File: src/rtl/cu_pkg.sv
// Shared encodings for the control unit and the multicycle sequencer:
// states, RV32I major opcodes, instruction classes and mux selects.
package cu_pkg;

    typedef enum logic [2:0] {
        ST_FETCH  = 3'd0,
        ST_DECODE = 3'd1,
        ST_EXEC   = 3'd2,
        ST_MEM    = 3'd3,
        ST_WB     = 3'd4,
        ST_TRAP   = 3'd5
    } state_t;

    localparam logic [6:0] OP_R      = 7'b0110011;
    localparam logic [6:0] OP_I      = 7'b0010011;
    localparam logic [6:0] OP_LOAD   = 7'b0000011;
    localparam logic [6:0] OP_STORE  = 7'b0100011;
    localparam logic [6:0] OP_BRANCH = 7'b1100011;
    localparam logic [6:0] OP_JAL    = 7'b1101111;
    localparam logic [6:0] OP_JALR   = 7'b1100111;
    localparam logic [6:0] OP_LUI    = 7'b0110111;
    localparam logic [6:0] OP_AUIPC  = 7'b0010111;

    typedef enum logic [3:0] {
        CL_R,
        CL_I,
        CL_LOAD,
        CL_STORE,
        CL_BRANCH,
        CL_JAL,
        CL_JALR,
        CL_LUI,
        CL_AUIPC
    } op_class_t;

    localparam logic [1:0] PC_PLUS4 = 2'b00;
    localparam logic [1:0] PC_IMM   = 2'b01;
    localparam logic [1:0] PC_ALU   = 2'b10;

    localparam logic [1:0] WB_ALU   = 2'b00;
    localparam logic [1:0] WB_MDR   = 2'b01;
    localparam logic [1:0] WB_PC4   = 2'b10;

endpackage

File: src/rtl/op_class_dec.sv
// Combinational opcode-to-class mapping with an illegal flag for anything
// outside the supported RV32I major opcodes.
module op_class_dec
    import cu_pkg::*;
(
    input  logic [6:0] opcode,
    output op_class_t  op_class,
    output logic       illegal
);

    always_comb begin
        op_class = CL_R;
        illegal  = 1'b0;
        case (opcode)
            OP_R:      op_class = CL_R;
            OP_I:      op_class = CL_I;
            OP_LOAD:   op_class = CL_LOAD;
            OP_STORE:  op_class = CL_STORE;
            OP_BRANCH: op_class = CL_BRANCH;
            OP_JAL:    op_class = CL_JAL;
            OP_JALR:   op_class = CL_JALR;
            OP_LUI:    op_class = CL_LUI;
            OP_AUIPC:  op_class = CL_AUIPC;
            default:   illegal  = 1'b1;
        endcase
    end

endmodule

File: src/rtl/mc_seq.sv
// Multicycle sequencer: steps each instruction through FETCH, DECODE, EXEC,
// MEM and WB, sharing one memory port and one ALU across the instruction.
module mc_seq
    import cu_pkg::*;
(
    input  logic       clk,
    input  logic       reset,
    input  logic [6:0] opcode,
    input  logic       br_taken,
    input  logic       mem_ready,
    output logic       mem_req,
    output logic       mem_we,
    output logic       addr_sel,
    output logic       ir_we,
    output logic       mdr_we,
    output logic       pc_we,
    output logic [1:0] pc_src,
    output logic       reg_we,
    output logic [1:0] wb_sel,
    output logic       instr_done,
    output logic       illegal,
    output logic [2:0] state
);

    state_t    state_q, state_d;
    op_class_t class_q, dec_class;
    logic      illegal_q, dec_illegal;

    op_class_dec u_dec (
        .opcode   (opcode),
        .op_class (dec_class),
        .illegal  (dec_illegal)
    );

    always_ff @(posedge clk or negedge reset) begin
        if (!reset) begin
            state_q   <= ST_FETCH;
            class_q   <= CL_R;
            illegal_q <= 1'b0;
        end else begin
            state_q <= state_d;
            if (state_q == ST_DECODE) begin
                class_q <= dec_class;
                if (dec_illegal)
                    illegal_q <= 1'b1;
            end
        end
    end

    // Output decode is gated by reset so an in-flight access is dropped at once.
    always_comb begin
        state_d    = state_q;
        mem_req    = 1'b0;
        mem_we     = 1'b0;
        addr_sel   = 1'b0;
        ir_we      = 1'b0;
        mdr_we     = 1'b0;
        pc_we      = 1'b0;
        pc_src     = PC_PLUS4;
        reg_we     = 1'b0;
        wb_sel     = WB_ALU;
        instr_done = 1'b0;
        if (reset) begin
            case (state_q)
                ST_FETCH: begin
                    mem_req = 1'b1;
                    if (mem_ready) begin
                        ir_we   = 1'b1;
                        state_d = ST_DECODE;
                    end
                end
                ST_DECODE: begin
                    state_d = dec_illegal ? ST_TRAP : ST_EXEC;
                end
                ST_EXEC: begin
                    case (class_q)
                        CL_LOAD, CL_STORE: state_d = ST_MEM;
                        CL_BRANCH: begin
                            pc_we      = 1'b1;
                            pc_src     = br_taken ? PC_IMM : PC_PLUS4;
                            instr_done = 1'b1;
                            state_d    = ST_FETCH;
                        end
                        default: state_d = ST_WB;
                    endcase
                end
                ST_MEM: begin
                    mem_req  = 1'b1;
                    addr_sel = 1'b1;
                    mem_we   = (class_q == CL_STORE);
                    if (mem_ready) begin
                        if (class_q == CL_STORE) begin
                            pc_we      = 1'b1;
                            instr_done = 1'b1;
                            state_d    = ST_FETCH;
                        end else begin
                            mdr_we  = 1'b1;
                            state_d = ST_WB;
                        end
                    end
                end
                ST_WB: begin
                    reg_we     = 1'b1;
                    pc_we      = 1'b1;
                    instr_done = 1'b1;
                    state_d    = ST_FETCH;
                    case (class_q)
                        CL_LOAD: wb_sel = WB_MDR;
                        CL_JAL: begin
                            wb_sel = WB_PC4;
                            pc_src = PC_IMM;
                        end
                        CL_JALR: begin
                            wb_sel = WB_PC4;
                            pc_src = PC_ALU;
                        end
                        default: wb_sel = WB_ALU;
                    endcase
                end
                ST_TRAP: state_d = ST_TRAP;
                default: state_d = ST_FETCH;
            endcase
        end
    end

    assign illegal = illegal_q;
    assign state   = state_q;

endmodule

File: config.mk
export PLATFORM = sky130hd
export DESIGN_NAME = mc_seq
export DESIGN_NICKNAME = d
export VERILOG_FILES = /design/src/rtl/cu_pkg.sv /design/src/rtl/op_class_dec.sv /design/src/rtl/mc_seq.sv
export SDC_FILE = /design/constraint.sdc
export NUM_CORES = 1
export LEC_CHECK = 0
export ABC_AREA = 1
export CORE_MARGIN = 2
export CORE_UTILIZATION = 30
export CTS_CLUSTER_DIAMETER = 120
export CTS_CLUSTER_SIZE = 24
export DETAILED_ROUTE_END_ITERATION = 8
export GPL_TIMING_DRIVEN = 0
export SLEW_MARGIN = 25
export SYNTH_ARGS = -nofsm -noshare
export SYNTH_HDL_FRONTEND = slang
export SYNTH_SLANG_ARGS = --single-unit
File: constraint.sdc
create_clock -name clk -period 1.55 [get_ports clk]
set_clock_uncertainty 0.2 [all_clocks]
set_input_delay 0.2325 -clock clk [delete_from_list [all_inputs] [get_ports clk]]
set_output_delay 0.2325 -clock clk [all_outputs]
set_load 0.05 [all_outputs]
# Word level (Yosys, flattened, before mapping)
# Index checks and enable logic that the tools add are counted.
dict set report word_totals {
  ff_bits 8
  input_bits 11
  elab_cells 67
}
dict set report op_classes {
  n_eq_ne 21
  n_mux 35
  bitwise 1
  reduce_logical 7
}
# op count
set op_table {}
lappend op_table {{one-hot mux 4 bit (8 select lines)} 1}
lappend op_table {{== test 7 x 6 -> 1 bit (second input constant)} 3}
lappend op_table {{== test 7 bit (second input constant)} 3}
lappend op_table {{two-way mux 1 bit} 21}
lappend op_table {{one-hot mux 3 bit (5 select lines)} 1}
lappend op_table {{== test 7 x 5 -> 1 bit (second input constant)} 2}
lappend op_table {{== test 4 x 3 -> 1 bit (second input constant)} 3}
lappend op_table {{two-way mux 3 bit} 4}
lappend op_table {{one-hot mux 2 bit (2 select lines)} 3}
lappend op_table {{OR reduction 9 bit} 1}
lappend op_table {{== test 4 x 2 -> 1 bit (second input constant)} 2}
lappend op_table {{== test 7 x 2 -> 1 bit (second input constant)} 1}
lappend op_table {{== test 3 x 2 -> 1 bit (second input constant)} 2}
lappend op_table {{== test 3 bit (second input constant)} 2}
lappend op_table {{two-way mux 2 bit} 3}
lappend op_table {{one-hot mux 3 bit (2 select lines)} 1}
lappend op_table {{OR reduction 2 bit} 3}
lappend op_table {{inequality test 2 bit (second input constant)} 2}
lappend op_table {{== test 3 x 1 -> 1 bit (second input constant)} 1}
lappend op_table {{logical NOT 3 bit} 1}
lappend op_table {{one-hot mux 1 bit (3 select lines)} 1}
lappend op_table {{AND reduction 3 bit} 1}
lappend op_table {{AND reduction 2 bit} 1}
lappend op_table {{NOT 1 bit} 1}

# Logic depth before layout (Yosys ltp)
# Gate-level depths: netlist of run 1.
dict set report logic_depth {
  ltp_word 5
  mapped_depth 10
}

# By module
# From an unflattened synthesis of run 1, not the netlist that was laid out.
dict set report hier_totals {
  cells_unflattened 126
  hier_area_um2 803.3
}
# mod instances cells_per_inst area_per_inst_um2 seq_area_each_um2
set modules_own_cells {}
lappend modules_own_cells {mc_seq 1 89 631.9 200.2}
lappend modules_own_cells {op_class_dec 1 37 171.4 0.0}

# Worst setup path after synthesis of run 1
# No wires, ideal clock.
dict set report synth_path {
  path_kind {register to output}
  start {register state_q[2], in the netlist state[2]}
  end {output wb_sel[0]}
  t_arrival_ns 2.582
  slack_ns -1.465
  stages_incl_launch_ff 5
  path_buffers 0
  cell_sequence {dfrtp_1 -> inv_2 -> nor3_2 -> nand2_1 -> nor4_1}
}
dict set report synth_between {
  elab_chain_cells 3
}
# element line_no
set synth_lines {}
lappend synth_lines {{start, declared} mc_seq.sv:25} ;# state_t state_q, state_d;
lappend synth_lines {{start signal, assigned} mc_seq.sv:41} ;# state_q <= state_d;
lappend synth_lines {{== test 3 bit} mc_seq.sv:64} ;# case (state_q)
lappend synth_lines {{two-way mux 2 bit} mc_seq.sv:64}
lappend synth_lines {{two-way mux 2 bit} mc_seq.sv:63} ;# if (reset) begin
lappend synth_lines {{end, declared} mc_seq.sv:19} ;# output logic [1:0] wb_sel,
# No other way between the ends.

# Worst setup path after layout of run 1
dict set report layout_path {
  start {register state_q[0], in the netlist state[0]}
  end {output pc_we}
}
dict set report layout_between {
  elab_chain_cells 3
  word_cells_on_any_way 5
  classes_between {eq/ne: 3; mux: 2}
}
# element line_no
set layout_lines {}
lappend layout_lines {{== test 3 bit / == test 3 x 2 -> 1 bit (equally long branches)} mc_seq.sv:64}
lappend layout_lines {{one-hot mux 1 bit (3 select lines) (*)} mc_seq.sv:64}
lappend layout_lines {{two-way mux 1 bit (*)} mc_seq.sv:63}
lappend layout_lines {{end, declared} mc_seq.sv:16} ;# output logic pc_we,
# Mark *: on every way between the ends. The rest lies on a longest branch, timed or not.

==> impl_results.md, run 1 <==
* Crit path setup slack, layout at -0.455 ns
* DIE HEIGHT at 54.2 um
* Synthesized area per cell at roughly 6.3 um2
* Number of buffer cells added on primary ports at 26
* Final weighted congestion of routability-driven global placement at ~0.7
* Highest clock rate at 499 MHz
* Maximum number of buffers from clock root to sink at 2
* Worst Hold Margin at 0.272 ns
* Sequential share of power at roughly a fifth
* Filler-free cell count of the finished design at 200
* Antenna Nets Post-Route at 0
* Total of endpoints with negative setup slack in the final report at 14
* # DRC at 0
* Seq cells post-synth at 8
* Worst max-slew margin expressed relative to the limit at 67.7%
* Placed instance count at 176
* Instance area after placement at 1150 um2
* Clock tree from TritonCTS: done
* Vias in the first global route at 856
* CP Data Arrival Time at roughly 1.6 ns
* Power Internal at 842 uW
* Most frequent cells in the layout: nand2_1 (27), buf_4 (19), inv_1 (14), buf_6 (9), clkdlybuf4s50_1 (9)
* Maximum vdd drop at between 0.7 and 0.8 mV
* Number of warnings reported in the yosys synthesis log at 0
* Critical path class: reg2out
* CTS clock-pin slew for the worst setup and hold paths at 0.06 ns
* Startpoint Class: register
* NetSw at ~830 uW
* Post-route cell area at 1410 um2
* DRC marker count from the first detailed-route iteration at 11
* Cells after synthesis at 120
* H-Tree Level Count at 1
* Post-DP HPWL at 1510 um
* Sequential fraction of the synthesis area at 26.5%
* Wirelength, routed at 2080 um
* CTS Buf Count at 3
* Power density relative to cell area at 1180 nW/um2
* Number of violations of the max-capacitance limit at 0
* Starting density of the core at 31.0%
* Library cell used as clock root buffer: clkbuf_4
* Ant. Diodes at 0
* Status: complete, but fails checks
* Reg-to-reg slack, setup at -0.01 ns
* Detailed-route wire length per cell at 10.4 um
* Commonest non-fill, non-tap cell in the layout: nand2_1
* Layout area overhead at 87.4%
* First-pass GRT wire length at about 3400 um
* Horizontal die dimension at 54.2 um
* Failing checks: negative setup slack
* Die Area at a little under 3000 um2
* Top-Level Pins at 27
* Clock latency on the worst-skew pair at 0.26 ns
* Leak Pwr at 0.000629 uW
* Row count at 18
* Switching part of the total at 49.5%
* Kind of end point of the critical path: output pin
* Min Clock Period, post-route at ~2 ns
* Critical-path top delay cell: dfrtp_2
* Maximum number of pins on one net before global-route repair at 10
* Number of antenna violations at the first check in global routing at 0
* 1st-pass router iterations at 4
* CP required at 1.12 ns
* Vias post-DR at 940
* Critical path's largest stage delay at approximately 0.44 ns
* Sum of buffers and inverters on the critical path at 3
* Maximum net fanout on the critical path at 5
* Combinational cell fraction of total power at 70.7%
* Nets in the synthesized netlist at 131
* Count of nets after finishing at 182
* Unrepaired setup endpoints after global routing: true
* Worst min-delay path category: reg2reg
* Tcrit/Tclk final at 129%
* Grt total ovfl at 0
* Placeable core region at 2430 um2
* Clock Sink Count at 8
* Top Family by Delay on Critical Path: flip-flops
* Global routing usage summed across all routing layers at 15.6%
* Count of pins over their slew limit at 0
* Cell chain of the critical path: inv_2, nand3_4, nor4_4, nor2_2, a21oi_4, buf_6, buf_8
* Ratio of cells with drive above 1 in the final layout at slightly above 50%
* Cell area after technology mapping at 754 um2
* Ratio of routed vias to standard cells at 4.70
* Synth unique cells at 23
* Clock share of power at 10.5%
* Worst slew pin tran at 0.486 ns
* Count of endpoints failing hold in the final timing report at 0
logic make-up after synthesis:
group           Yosys count  synth area share [%]
simple gates             76                  49.4
compound gates           12                  11.6
buf+inv                  24                  12.4
flops                     8                  26.5
power by group through the flow:
stage               Sequential [uW]  Combinational [uW]  Clock (uW)
floorplan                       420                 538           0
global placement                334                 833           0
detailed placement              335                 840           0
CTS                             311                1020         181
global route                    320                1270         195
finish                          313                1180         175
cells in the mapped netlist:
master    instances  share of area, %
dfrtp_1           8                27
nor2_2            2               1.7
nor2_1           16               8.0
nor2_4            2               3.0
nand2_1          30                15
a21oi_1           2               1.3
o21bai_2          1               1.5
o21ai_2           2               2.3
nor3_2            1               1.3
buf_4             1               1.0
nand4_1           4               3.3
nand3_2           2               2.7
and3_1            1              0.83
o211ai_1          1               1.0
nor4_1            2               1.7
nand2_2           3               2.5
o21ai_4           1               2.2
inv_2             4               2.0
o21ai_0           5               3.3
nand4_2           1               1.7
inv_1            19               9.5
nor3_1            5               3.3
nand3_1           7               4.6
repair_timing:
| item | CTS | global route |
|---|---|---|
| endpoints found under the setup margin | 19 | 19 |
| pin swaps | 5 | 8 |
| resized for setup | 105 | 18 |
| hold endpoints to repair | 8 | 0 |
| hold buffers | 1 | 0 |
| buffers inserted | 12 | 7 |
registers in the layout, summed over array words and instances, names as in the netlist:
register and flops:
class_q 4, state 3, illegal 1
final timing paths:
kind | to | depth (start not counted) | start
hold reg to reg | illegal$_DFFE_PN0P_ | 2 | illegal$_DFFE_PN0P_
setup reg to reg | state[2]$_DFFE_PN0P_ | 8 | state[1]$_DFFE_PN0P_
max in group asynchronous | class_q[1]$_DFFE_PN0N_ | 2 | reset
setup / recovery | pc_we | 7 | state[0]$_DFFE_PN0P_
min in group asynchronous | illegal$_DFFE_PN0P_ | 2 | reset
hold / removal | illegal$_DFFE_PN0P_ | 2 | illegal$_DFFE_PN0P_
area by class of cell:
class	count	area, um2
Tap cell	30	37.5
Buffer	1	11.3
Inverter	23	88.8
Sequential cell	8	206
Clock buffer	4	26.3
Multi-Input combinational cell	88	611
Fill cell	245	1020
Timing Repair Buffer	46	433
layer usage:
layer	track usage [%]	part of all wire, %	vias up
met2	29.5	56	30
met5	0	0	-
li1	-	-	483
met4	7.50	1.7	0
met1	17.4	37	423
met3	0.833	5.6	4
metrics by stage:
stage	power, uW	util, %	setup slack, ns	TNS (ns)
after floorplan	958	-	-0.478	-3.53
after global placement	1170	47.3	-1.36	-16.70
after detailed placement	1180	47.3	-1.38	-17.08
after CTS	1510	53.3	-0.482	-4.26
after global routing	1790	58.1	-0.547	-5.16
final	1670	58.1	-0.455	-3.70
worst register-to-register path, stage by stage, from the launching register on:
cell and delay, ns:
dfrtp_2 0.49, inv_1 0.16, nand3_4 0.11, nand2_1 0.09, inv_2 0.06, o21ai_4 0.18
inv_2 0.06, nand2_1 0.06, nand2_1 0.05
No activity file was read; power rests on OpenSTA's default activity.
==> inputs of run 2 (changes only) <==
TNS_END_PERCENT = 100   (was default)
==> results of run 2 <==
Same layout as run 1: the final DEF is identical, and so are final timing and power.
